==> src/rtl/pc_ras.sv <==
`default_nettype none
// ============================================================================
// Module      : pc_ras
// Description : Program counter with next-PC selection (sequential, branch,
//               jump, jump-register, jal, return) and a circular return
//               address stack that predicts return targets and flags
//               mispredictions.
// Revision    : 1.0 - initial release
// ============================================================================
module pc_ras #(
    parameter int unsigned          WIDTH     = 32,
    parameter logic [WIDTH-1:0]     PC_INIT   = '0,
    parameter int unsigned          RAS_DEPTH = 4
) (
    input  logic                          CLK,
    input  logic                          nRST,
    input  logic                          pcEN,
    input  logic [2:0]                    pc_src,
    input  logic                          branch_taken,
    input  logic [WIDTH-1:0]              branch_target,
    input  logic [25:0]                   imm26,
    input  logic [WIDTH-1:0]              regval,
    input  logic                          redirect,
    input  logic [WIDTH-1:0]              redirect_addr,
    output logic [WIDTH-1:0]              imemaddr,
    output logic [WIDTH-1:0]              pc_plus4,
    output logic [$clog2(RAS_DEPTH):0]    ras_count,
    output logic                          ras_empty,
    output logic                          ras_full,
    output logic                          ras_mispredict
);

    localparam int unsigned PTR_W = $clog2(RAS_DEPTH);
    localparam int unsigned CNT_W = PTR_W + 1;

    localparam logic [CNT_W-1:0] DEPTH_CNT = CNT_W'(RAS_DEPTH);

    localparam logic [2:0] SRC_SEQ    = 3'd0;
    localparam logic [2:0] SRC_BRANCH = 3'd1;
    localparam logic [2:0] SRC_J      = 3'd2;
    localparam logic [2:0] SRC_JR     = 3'd3;
    localparam logic [2:0] SRC_JAL    = 3'd4;
    localparam logic [2:0] SRC_JR_RA  = 3'd5;

    logic [WIDTH-1:0] pc_q;
    logic [WIDTH-1:0] pc_d;
    logic [WIDTH-1:0] ras_q [RAS_DEPTH];
    logic [PTR_W-1:0] sp_q;
    logic [PTR_W-1:0] sp_d;
    logic [CNT_W-1:0] cnt_q;
    logic [CNT_W-1:0] cnt_d;
    logic             mis_q;
    logic             mis_d;

    logic [WIDTH-1:0] w_pc_plus4;
    logic [WIDTH-1:0] w_jump_target;
    logic [WIDTH-1:0] w_next_pc;
    logic [PTR_W-1:0] w_top_idx;
    logic [WIDTH-1:0] w_ras_top;
    logic             w_empty;
    logic             w_full;
    logic             w_push;
    logic             w_pop;

    assign w_pc_plus4 = pc_q + WIDTH'(4);
    assign w_empty    = (cnt_q == '0);
    assign w_full     = (cnt_q == DEPTH_CNT);

    // sp_q is the next write slot, so the newest entry sits one below it.
    assign w_top_idx  = sp_q - PTR_W'(1);
    assign w_ras_top  = ras_q[w_top_idx];

    // Jump target keeps the upper region bits of pc_plus4 when any exist.
    generate
        if (WIDTH > 28) begin : g_jump_region
            assign w_jump_target = {w_pc_plus4[WIDTH-1:28], imm26, 2'b00};
        end else begin : g_jump_flat
            assign w_jump_target = {imm26, 2'b00};
        end
    endgenerate

    // A redirect suppresses all stack activity so a flushed jal/return has no side effects.
    assign w_push = pcEN & ~redirect & (pc_src == SRC_JAL);
    assign w_pop  = pcEN & ~redirect & (pc_src == SRC_JR_RA) & ~w_empty;

    // Select the architectural next PC from the requested mode.
    always_comb begin
        w_next_pc = w_pc_plus4;
        case (pc_src)
            SRC_SEQ:    w_next_pc = w_pc_plus4;
            SRC_BRANCH: w_next_pc = branch_taken ? branch_target : w_pc_plus4;
            SRC_J:      w_next_pc = w_jump_target;
            SRC_JR:     w_next_pc = regval;
            SRC_JAL:    w_next_pc = w_jump_target;
            SRC_JR_RA:  w_next_pc = w_empty ? regval : w_ras_top;
            default:    w_next_pc = w_pc_plus4;
        endcase
    end

    // Next-state for PC, stack pointer, occupancy and the mispredict pulse.
    always_comb begin
        pc_d  = pc_q;
        sp_d  = sp_q;
        cnt_d = cnt_q;
        mis_d = 1'b0;
        if (redirect) begin
            pc_d = redirect_addr;
        end else if (pcEN) begin
            pc_d = w_next_pc;
        end
        if (w_push) begin
            // A full stack wraps and overwrites its oldest entry.
            sp_d = sp_q + PTR_W'(1);
            if (!w_full) begin
                cnt_d = cnt_q + CNT_W'(1);
            end
        end else if (w_pop) begin
            sp_d  = sp_q - PTR_W'(1);
            cnt_d = cnt_q - CNT_W'(1);
            mis_d = (w_ras_top != regval);
        end
    end

    // Control state with asynchronous active-low reset.
    always_ff @(posedge CLK or negedge nRST) begin
        if (!nRST) begin
            pc_q  <= PC_INIT;
            sp_q  <= '0;
            cnt_q <= '0;
            mis_q <= 1'b0;
        end else begin
            pc_q  <= pc_d;
            sp_q  <= sp_d;
            cnt_q <= cnt_d;
            mis_q <= mis_d;
        end
    end

    // Stack storage; contents need no reset because occupancy gates their use.
    always_ff @(posedge CLK) begin
        if (nRST && w_push) begin
            ras_q[sp_q] <= w_pc_plus4;
        end
    end

    assign imemaddr       = pc_q;
    assign pc_plus4       = w_pc_plus4;
    assign ras_count      = cnt_q;
    assign ras_empty      = w_empty;
    assign ras_full       = w_full;
    assign ras_mispredict = mis_q;

endmodule
`default_nettype wire
==> config.mk <==
export PLATFORM = sky130hd
export DESIGN_NAME = pc_ras
export DESIGN_NICKNAME = d
export VERILOG_FILES = /design/src/rtl/pc_ras.sv
export SDC_FILE = /design/constraint.sdc
export NUM_CORES = 1
export LEC_CHECK = 0
export BUFFER_PORTS_ARGS = -buffer_cell sky130_fd_sc_hd__buf_4
export CORE_AREA = 2 2 193 195
export DETAILED_ROUTE_END_ITERATION = 10
export DIE_AREA = 0 0 195 197
export GPL_TIMING_DRIVEN = 0
export HOLD_SLACK_MARGIN = 0.06
export MAX_ROUTING_LAYER = met4
export PLACE_DENSITY_LB_ADDON = 0.2
export REMOVE_ABC_BUFFERS = 1
export SLEW_MARGIN = 20
export SYNTH_ARGS = -nofsm -noshare
export SYNTH_HDL_FRONTEND = slang
export SYNTH_SLANG_ARGS = --single-unit
==> constraint.sdc <==
create_clock -name CLK -period 3.44 [get_ports CLK]
set_clock_uncertainty 0.15 [all_clocks]
set_input_delay 0 -clock CLK [delete_from_list [all_inputs] [get_ports CLK]]
set_output_delay 0 -clock CLK [all_outputs]
set_load 0.005 [all_outputs]
==> key figures, run 1 <==
Power
  • Max VDD drop: 0.337 mV
  • Power Density: 584 nW/um^2
  • Leakage: around 4.9 nW

Timing
  • Final Setup Violations: 0
  • Max-Slew Margin vs Limit: between 20 and 30%
  • Unrepaired setup endpoints after global routing: false
  • Max Clk Rate: 302 MHz
  • Crit path time final: 3.31 ns
  • Worst Max-Slew Pin Slew: 1.06 ns
  • Fin. Hold Viols: 0
  • Min Hold Slack: 0.0313 ns
  • Final worst-path cycle share: 96.2%
  • Final slew viol count: 0

Clock tree
  • Clk buf depth: 2
  • CTS tree: done
  • Number of CTS-inserted buffers: 17
  • Worst-Skew Late Latency: 0.43 ns
  • Root buffer cell: clkbuf_16
  • Level count of the clock H-tree: 4
  • Clk sink count: roughly 170
  • CTS clk-pin slew, worst paths: 0.06 ns

Routing
  • DR pass1 iterations: 5
  • Wire per inst: approximately 24 um
  • Antenna-violating nets left: 0
  • Remaining DRCs: 0
  • First DRT Iteration DRCs: 673
  • Vias per Instance: 5.00
  • Final wirelength: 37,600 um
  • Vias: 7,758

Die
  • Ports: 200
  • Rows: 70
  • Height of the die: 197 um
  • Initial core utilization: about 25%
  • Die area: 38,400 um^2
  • Die W: 195 um
  • Core ar.: between 30,000 and 40,000 um^2

Global routing
  • Global Route Usage Sum: 20.2%
  • Largest net degree at the start of global routing: 71
  • Initial antenna violation count: 0
  • Overflow after GRT: 0
  • First-pass GRT wire length: roughly 54,000 um
  • Vias in the first global route: 7,661

Placement
  • DP HPWL: ~26,000 um
  • Input/output buffers: 199
  • Post-Place Cell Area: between 10,000 and 15,000 um^2
  • GPL Wtd Cong: 0.784
  • Placed cells: 1,412

Worst setup path
  • Req. time, crit path: 3.55 ns
  • WP data arrival: 3.42 ns
  • Worst setup EP type: flop
  • CP startpoint kind: flop
  • Crit Path Category: flop to flop
  • CP max FO: 9

Synth
  • Ys async rst share: between 20% and 30%
  • Seq cells post-synth: about 170
  • Synth top area share: a little over two fifths
  • Synth Area in Adders: 0.918%
  • Compound-Gate Fraction of Synth Area: 13.0%
  • Most common cell in the netlist: edfxtp_1
  • Synth area leaders: edfxtp_1, dfrtp_1, mux4_2, xnor2_1, nand2_1
  • Mapped Cells: 782
  • Yosys cell types: 68
  • Area share of and/or/nand/nor cells after synthesis: 13.6%
  • Seq/Total Area, Yosys: a little over half
  • Commonest cells in the netlist: edfxtp_1, nand2_1, a21oi_1
  • XOR/XNOR Fraction of Synth Area: 6.31%
  • Post-synth EDFFs: 128
  • Post-Syn Area: 9000 um^2
  • Ys flop type: edfxtp_1
  • Post-Syn Area per Cell: 11.5 um^2
  • Largest family of logic cells by synthesized area: simple AND/OR/NAND/NOR gates
  • Largest area contributor in the netlist: edfxtp_1
  • Yosys warnings: 0
  • Post-synthesis mux area share: about 10%

Layout
  • Final std cells w/o fill: around 1,600
  • Final net count: 1,207
  • Share of cells above drive strength 1: 29.8%
  • Post-Layout Inst Area: 12,900 um^2
  • Fill cells: ~3,700
  • Antenna diodes: 0
  • Layout area overhead: 42.9%

Status
  • Status: complete, no violations

Min path
  • Hold crit path type: input port to flop

Job
  • Max-Cap Viols: 0
==> state kept, by name, summed over array words and instances, names as in the netlist <==
name	flops
ras_mispredict	1
sp_q	2
imemaddr	32
ras_q	128
ras_count	3
==> layout make-up <==
| type | instances | area (um^2) | area share, % |
|---|---|---|---|
| inverter | 8 | 35.0 | 0.273 |
| clock buffer | 22 | 444 | 3.46 |
| clock inverter | 9 | 109 | 0.847 |
| timing repair buffer | 317 | 2810 | 21.9 |
| tap | 468 | 586 | 4.56 |
| multi-input combinational | 561 | 4070 | 31.7 |
| sequential | 166 | 4800 | 37.3 |
==> routing by layer <==
metal / GRT usage [%] / routed length [um]
met1: 26.8 / 16800
met2: 32.8 / 18200
met3: 3.88 / 2240
met4: 3.31 / 324
met5: - / 0
==> critical path, stage by stage (launching register included) <==
cell and delay [ns]:
dfrtp_4 0.43, clkinv_2 0.17, ha_4 0.43, buf_12 0.16, mux4_2 0.34, xnor2_1 0.33, nand4_1 0.21, nor4_1 0.69
a31oi_1 0.22
==> cell usage in the layout, fill, tap and decap left out, types with 5 or more instances in the layout <==
cell type      netlist  routed
a221oi_1             9       9
a211oi_1             8       8
o211ai_1             6       6
xnor2_1             50      48
mux4_2              27      27
dfrtp_1             38      35
a22oi_1             11      11
nor3b_1              6       6
o31ai_1              5       5
dlygate4sd3_1        0      93
o21ai_0             30      29
clkbuf_16            0      17
a221o_1             12      12
mux2_2              12      12
clkbuf_1            33       5
nand4_1             13      13
nor2b_1              6       6
nor2_1              59      58
buf_4                3     208
buf_16               0       5
and3_2               2       6
nor4_1               9       8
nand2_1            100     100
mux2i_1             19      19
a21oi_1             60      59
buf_12               0       6
nand3_1             19      19
edfxtp_1           128     128
inv_1                6       5
nor3_1               8       7
xor2_1              13      13
==> power breakdown <==
part           switching (mW)  internal (mW)
registers               0.164           2.29
clock network           0.806           1.07
logic                    1.65           1.53
total                    2.62           4.88
==> final timing paths <==
path                            slack [ns]  depth (start not counted)              to          from
worst max-delay path                  0.13                          8  ras_mispredict       sp_q[0]
worst min-delay path                  0.03                          5    imemaddr[13]     imm26[11]
worst max register to register        0.13                          8  ras_mispredict       sp_q[0]
worst min register to register        0.44                          1    ras_count[2]  ras_count[2]
max in group asynchronous             2.34                          4         sp_q[0]          nRST
min in group asynchronous             0.55                          4     imemaddr[1]          nRST
==> cell families (layout without fill, tap and decap cells) <==
group                    count (synthesis)  in the layout
flip-flops                             166            166
multiplexers                            58             58
XOR/XNOR                                64             64
AND/OR/NAND/NOR                        256            256
adder cells (fa/ha/maj)                  6              6
AO/OA/AOI/OAI                          177            177
buffers and inverters                   55            356
==> per-stage QoR <==
step | total power [mW] | setup TNS, ns | utilization (%) | setup slack [ns]
after floorplan | 4.06 | -28.40 | - | -1.13
after global placement | 5.20 | -265.39 | 30.0 | -3.78
after detailed placement | 5.24 | -10.16 | 30.7 | -1.15
after CTS | 7.38 | 0 | 35.1 | 0.0233
after global routing | 7.86 | 0 | 35.5 | 0.00739
final | 7.50 | 0 | 35.5 | 0.131
==> timing repair <==
action,CTS,global route
setup endpoints to repair,36,15
hold buffers,94,0
buffers inserted,4,10
pin swaps,1,2
hold endpoints to repair,71,0
resized for setup,3,7
No activity file was read; power rests on OpenSTA's default activity.
==> inputs of run 2 (changes only) <==
--- a/config.mk
+++ b/config.mk
@@ -6,9 +6,9 @@
 export NUM_CORES = 1
 export LEC_CHECK = 0
 export BUFFER_PORTS_ARGS = -buffer_cell sky130_fd_sc_hd__buf_4
-export CORE_AREA = 2 2 193 195
+export CORE_AREA = 2 2 138 140
 export DETAILED_ROUTE_END_ITERATION = 10
-export DIE_AREA = 0 0 195 197
+export DIE_AREA = 0 0 140 142
 export GPL_TIMING_DRIVEN = 0
 export HOLD_SLACK_MARGIN = 0.06
 export MAX_ROUTING_LAYER = met4
==> key figures, run 2 (same netlist as run 1, synthesis figures left out) <==
Die
  • Die area: a little under 20,000 um^2
  • Height of the die: 142 um
  • Initial core utilization: 48.8%
  • Ports: 200
  • Rows: 50
  • Die W: around 140 um
  • Core ar.: 18,500 um^2

Timing
  • Fin. Hold Viols: 0
  • Final slew viol count: 0
  • Worst Max-Slew Pin Slew: 1.12 ns
  • Max-Slew Margin vs Limit: 24.3%
  • Min Hold Slack: 0.0714 ns
  • Crit path time final: 3.48 ns
  • Final Setup Violations: 1
  • Max Clk Rate: ~290 MHz
  • Final worst-path cycle share: 101%
  • Setup WS post-layout: -0.0439 ns
  • Unrepaired setup endpoints after global routing: true

Routing
  • Vias per Instance: ~6.2
  • Wire per inst: 24.2 um
  • First DRT Iteration DRCs: between 1,000 and 1,500
  • Final wirelength: 32,400 um
  • DR pass1 iterations: 11
  • Remaining DRCs: 13
  • Vias: 8,238
  • Antenna-violating nets left: 0

Global routing
  • Vias in the first global route: 8,073
  • Global Route Usage Sum: 33.9%
  • Initial antenna violation count: 0
  • Overflow after GRT: 0
  • Largest net degree at the start of global routing: 71
  • First-pass GRT wire length: 47,800 um

Min path
  • Hold crit path type: input port to flop

Status
  • Failing checks: DRC, setup timing
  • Status: finished, violations left

Placement
  • Input/output buffers: 199
  • Placed cells: 1,176
  • DP HPWL: approximately 20,000 um
  • GPL Wtd Cong: 0.872
  • Pre-CTS setup slack: -0.731 ns

Worst setup path
  • Req. time, crit path: 3.29 ns
  • CP Cell Sequence: ha_1 -> inv_1 -> nor4_2 -> nand3_1 -> nor2_1 -> xor2_1 -> buf_4
  • WP data arrival: 3.33 ns
  • CP startpoint kind: flop
  • CP max stage cell: nor4_2
  • Worst setup EP type: output pin
  • CP max FO: 11
  • Top delay family on crit path: simple AND/OR/NAND/NOR gates
  • Critical path buffer and inverter count: 2
  • Crit Path Category: flop to output pin
  • Worst path max stage delay: 0.76 ns

Layout
  • Layout area overhead: 41.2%
  • Number of flip-flops in the largest register: 128
  • Final std cells w/o fill: around 1,300
  • Final net count: 1,227
  • Fill cells: between 1,000 and 1,500
  • Commonest cells after routing, fill and taps aside: buf_4, edfxtp_1, dlygate4sd3_1
  • Reg with most FFs: ras_q
  • Share of cells above drive strength 1: between 20% and 30%
  • Commonest non-fill, non-tap cell in the layout: buf_4
  • Antenna diodes: 0

Clock tree
  • Level count of the clock H-tree: 4
  • CTS clk-pin slew, worst paths: 0.06 ns
  • Worst-Skew Late Latency: 0.43 ns
  • CTS tree: done
  • Number of CTS-inserted buffers: 17
  • Root buffer cell: clkbuf_16
  • Clk buf depth: 2
  • Clk sink count: between 150 and 200

Power
  • Max VDD drop: 0.409 mV
  • Leakage: a little under 5 nW
  • Total power: roughly 7.3 mW
  • Power Density: 575 nW/um^2

Job
  • Max-Cap Viols: 0
==> run 2: cell count changes in the layout (fill, tap and decap cells not counted), moves of 3 or more <==
cell           change
dlygate4sd3_1     +25
buf_16             -4
clkbuf_1           -4
dfrtp_1            -4
dfrtp_2            +4
clkinv_1           +3
==> run 2: timing repair <==
action	in CTS	in global routing
setup buffers	3	7
gates resized for setup	4	7
setup endpoints to repair	33	21
pin swaps	1	1
hold buffers	119	0
endpoints found under the hold margin	71	0
cloned	0	0
==> run 2: layer usage <==
layer  global-route usage [%]  share of wire (%)
met5                        -                  0
met4                     14.5                3.6
met3                     9.02                 11
met2                     53.3                 48
met1                     41.8                 37
==> run 2: path summary, 6_finish.rpt <==
kind | start | end | slack, ns | depth (start not counted)
max | imemaddr[2] | pc_plus4[26] | -0.04 | 7
min | redirect | imemaddr[1] | 0.07 | 2
max reg2reg | imemaddr[2] | imemaddr[14] | 0.04 | 7
min reg2reg | ras_count[2] | ras_count[2] | 0.45 | 1
max in group asynchronous | nRST | sp_q[0] | 2.36 | 4
min in group asynchronous | nRST | imemaddr[0] | 0.54 | 4
==> run 2: per-stage QoR <==
step	setup TNS, ns	area (um^2)	util (%)
2_1_floorplan	-28.40	8800	-
3_3_place_gp	-221.42	10600	57.4
3_5_place_dp	-6.40	10800	58.4
4_1_cts	0	12600	68.4
5_1_grt	-0.440	12700	68.9
6_report	-0.0439	12700	68.9
==> run 2: report_power, final <==
part	switching [mW]	internal, mW
combinational	1.57	1.42
clock	0.792	1.08
sequential	0.161	2.29
==> run 2: cell type report <==
cell class / count / area, um^2 / share of cell area, %
multi-input combinational: 561 / 4040 / 31.8
timing repair buffer: 337 / 2950 / 23.2
sequential: 166 / 4810 / 37.8
clock inverter: 13 / 130 / 1.02
inverter: 8 / 38.8 / 0.305
tap: 234 / 293 / 2.30
clock buffer: 19 / 443 / 3.49
==> run 2: worst reg2reg max path: cells and delay by family (launching register included) <==
family	cells	cell delay, ns
DFF	1	0.61
adders and majority gates	1	0.32
AOI/OAI and AO/OA	2	0.45
xor gates and xnor gates	1	0.33
and+or+nand+nor	1	0.76
buffers and inverters	2	0.65
==> inputs of run 3 (changes only) <==
--- a/config.mk
+++ b/config.mk
@@ -6,9 +6,9 @@
 export NUM_CORES = 1
 export LEC_CHECK = 0
 export BUFFER_PORTS_ARGS = -buffer_cell sky130_fd_sc_hd__buf_4
-export CORE_AREA = 2 2 138 140
+export CORE_AREA = 2 2 177 179
 export DETAILED_ROUTE_END_ITERATION = 10
-export DIE_AREA = 0 0 140 142
+export DIE_AREA = 0 0 179 181
 export GPL_TIMING_DRIVEN = 0
 export HOLD_SLACK_MARGIN = 0.06
 export MAX_ROUTING_LAYER = met4
==> key figures, run 3 (same netlist as run 1, synthesis figures left out) <==
Status
  • Status: complete, no violations

Worst setup path
  • Reg-to-reg setup timing slack: about 0.11 ns
  • Worst path most repeated cell: or4_4
  • WP depth: 7
  • CP max stage cell: or4_4
  • Crit Path Category: flop to flop
  • Crit path to: imemaddr[25]
  • CP startpoint kind: flop
  • CP Cell Sequence: nand4_1 -> or4_4 -> or4_4 -> xnor2_2 -> nand2_1 -> a21oi_1 -> dlygate4sd3_1
  • Req. time, crit path: 3.66 ns
  • Worst path max stage delay: 0.61 ns
  • CP max FO: 7
  • Worst setup EP type: flop
  • Top delay family on crit path: simple AND/OR/NAND/NOR gates
  • Worst R2R Start: imemaddr[4]
  • Reg-to-reg endpoint: imemaddr[25]
  • WP data arrival: 3.55 ns
  • Crit. Startpoint: imemaddr[4]
  • R2R depth: 7
  • Critical path buffer and inverter count: 1

Timing
  • Worst Max-Slew Pin Slew: just over 1 ns
  • Crit path time final: about 3.3 ns
  • Setup WS post-layout: 0.113 ns
  • Final worst-path cycle share: between 90% and 100%
  • Max Clk Rate: around 300 MHz
  • Final Setup Violations: 0
  • Max-Slew Margin vs Limit: 31.7%
  • Final slew viol count: 0
  • Fin. Hold Viols: 0
  • Unrepaired setup endpoints after global routing: false
  • Min Hold Slack: 0.0697 ns

Die
  • Die area: 32,400 um^2
  • Rows: 64
  • Height of the die: 181 um
  • Ports: 200
  • Core ar.: about 30,000 um^2
  • Die W: about 180 um
  • Initial core utilization: 29.7%

Routing
  • Remaining DRCs: 0
  • Wire per inst: 23.7 um
  • Vias: 7,925
  • DR pass1 iterations: 5
  • First DRT Iteration DRCs: 763
  • Antenna-violating nets left: 0
  • Final wirelength: 35,600 um
  • Vias per Instance: around 5.3

Placement
  • GPL Wtd Cong: 0.802
  • Input/output buffers: 199
  • DP HPWL: 24,200 um
  • Pre-CTS setup slack: -0.952 ns

Power
  • Comb power frac: 41.8%
  • Max VDD drop: 0.360 mV
  • Switching Fraction: 35.8%
  • Cell internal pwr: 4.68 mW
  • Power Density: 562 nW/um^2
  • Sequential share of power: 33.6%
  • Psw: 2.61 mW
  • Leakage: 4.94 nW
  • Clock power share: 24.6%

Layout
  • Final net count: 1,230
  • Post-route core utilization: approximately 43%
  • Layout area overhead: 44.2%
  • Number of flip-flops in the largest register: 128
  • Commonest non-fill, non-tap cell in the layout: buf_4
  • Antenna diodes: 0
  • Share of cells above drive strength 1: 29.2%
  • Commonest cells after routing, fill and taps aside: buf_4, edfxtp_1, dlygate4sd3_1
  • Reg with most FFs: ras_q

Clock tree
  • Clk buf depth: 2
  • Clk sink count: 166
  • Number of CTS-inserted buffers: 17
  • CTS clk-pin slew, worst paths: 0.07 ns
  • Root buffer cell: clkbuf_16
  • Level count of the clock H-tree: 4
  • Worst-Skew Late Latency: 0.43 ns
  • CTS tree: done

Job
  • Max-Cap Viols: 0

Global routing
  • Initial antenna violation count: 0
  • Vias in the first global route: 7,878
  • Overflow after GRT: 0
  • Largest net degree at the start of global routing: just over 70
  • First-pass GRT wire length: 51,700 um
  • Global Route Usage Sum: 22.7%

Min path
  • Hold crit path type: input port to flop
## run 3: how the worst min path moves through the flow
stage / to / cells past startpoint / slack, ns / from
2_1_floorplan: imemaddr[0] / 0 / -0.45 / nRST
3_3_place_gp: imemaddr[0] / 1 / -0.08 / nRST
3_5_place_dp: imemaddr[0] / 1 / -0.08 / nRST
4_1_cts: imemaddr[15] / 5 / 0.06 / regval[15]
5_1_grt: imemaddr[15] / 5 / 0.12 / regval[15]
6_report: imemaddr[15] / 5 / 0.07 / regval[15]
## run 3: cell type report
| cell class | count | area (um^2) |
|---|---|---|
| Fill cell | 2931 | 17400 |
| Sequential cell | 166 | 4800 |
| Multi-Input combinational cell | 561 | 4100 |
| Timing Repair Buffer | 340 | 3010 |
| Tap cell | 396 | 495 |
| Clock buffer | 19 | 443 |
| Clock inverter | 13 | 100 |
| Inverter | 8 | 35.0 |
## run 3: timing repair
action                                  CTS  global route
endpoints found under the setup margin   36            16
hold buffers                            123             0
setup buffers                             3             6
pin swaps                                 1             1
hold endpoints to repair                 71             0
gates resized for setup                   6             6
## run 3: power groups by stage
stage	logic [mW]	registers (mW)	clock network, mW
final	3.05	2.45	1.79
after global routing	3.25	2.46	1.90
after CTS	2.94	2.52	1.83
after detailed placement	2.58	2.61	0
after global placement	2.56	2.60	0
after floorplan	1.55	2.51	0
## run 3: metrics by stage
step / cells / instance area, um^2 / setup TNS (ns) / total power, mW
2_1_floorplan: 735 / 8800 / -28.40 / 4.06
3_3_place_gp: 1330 / 10800 / -249.35 / 5.16
3_5_place_dp: 1339 / 11000 / -7.49 / 5.18
4_1_cts: 1497 / 12900 / 0 / 7.29
5_1_grt: 1503 / 13000 / 0 / 7.61
6_report: 1503 / 13000 / 0 / 7.29
## run 3: tightest hold or removal path: stages
cell and delay [ns]:
buf_4 0.11, mux2i_1 0.06, o211ai_1 0.15, a21oi_1 0.08
o31ai_1 0.22
## run 3: layer usage
| layer | global-route usage, % | vias to the layer above | share of wire [%] | routed length [um] |
|---|---|---|---|---|
| met1 | 30.5 | 3994 | 44 | 15800 |
| met3 | 3.66 | 31 | 6.2 | 2210 |
| li1 | - | 3610 | - | - |
| met4 | 5.56 | 0 | 1.7 | 595 |
| met5 | - | - | 0 | 0 |
| met2 | 36.0 | 290 | 48 | 17000 |
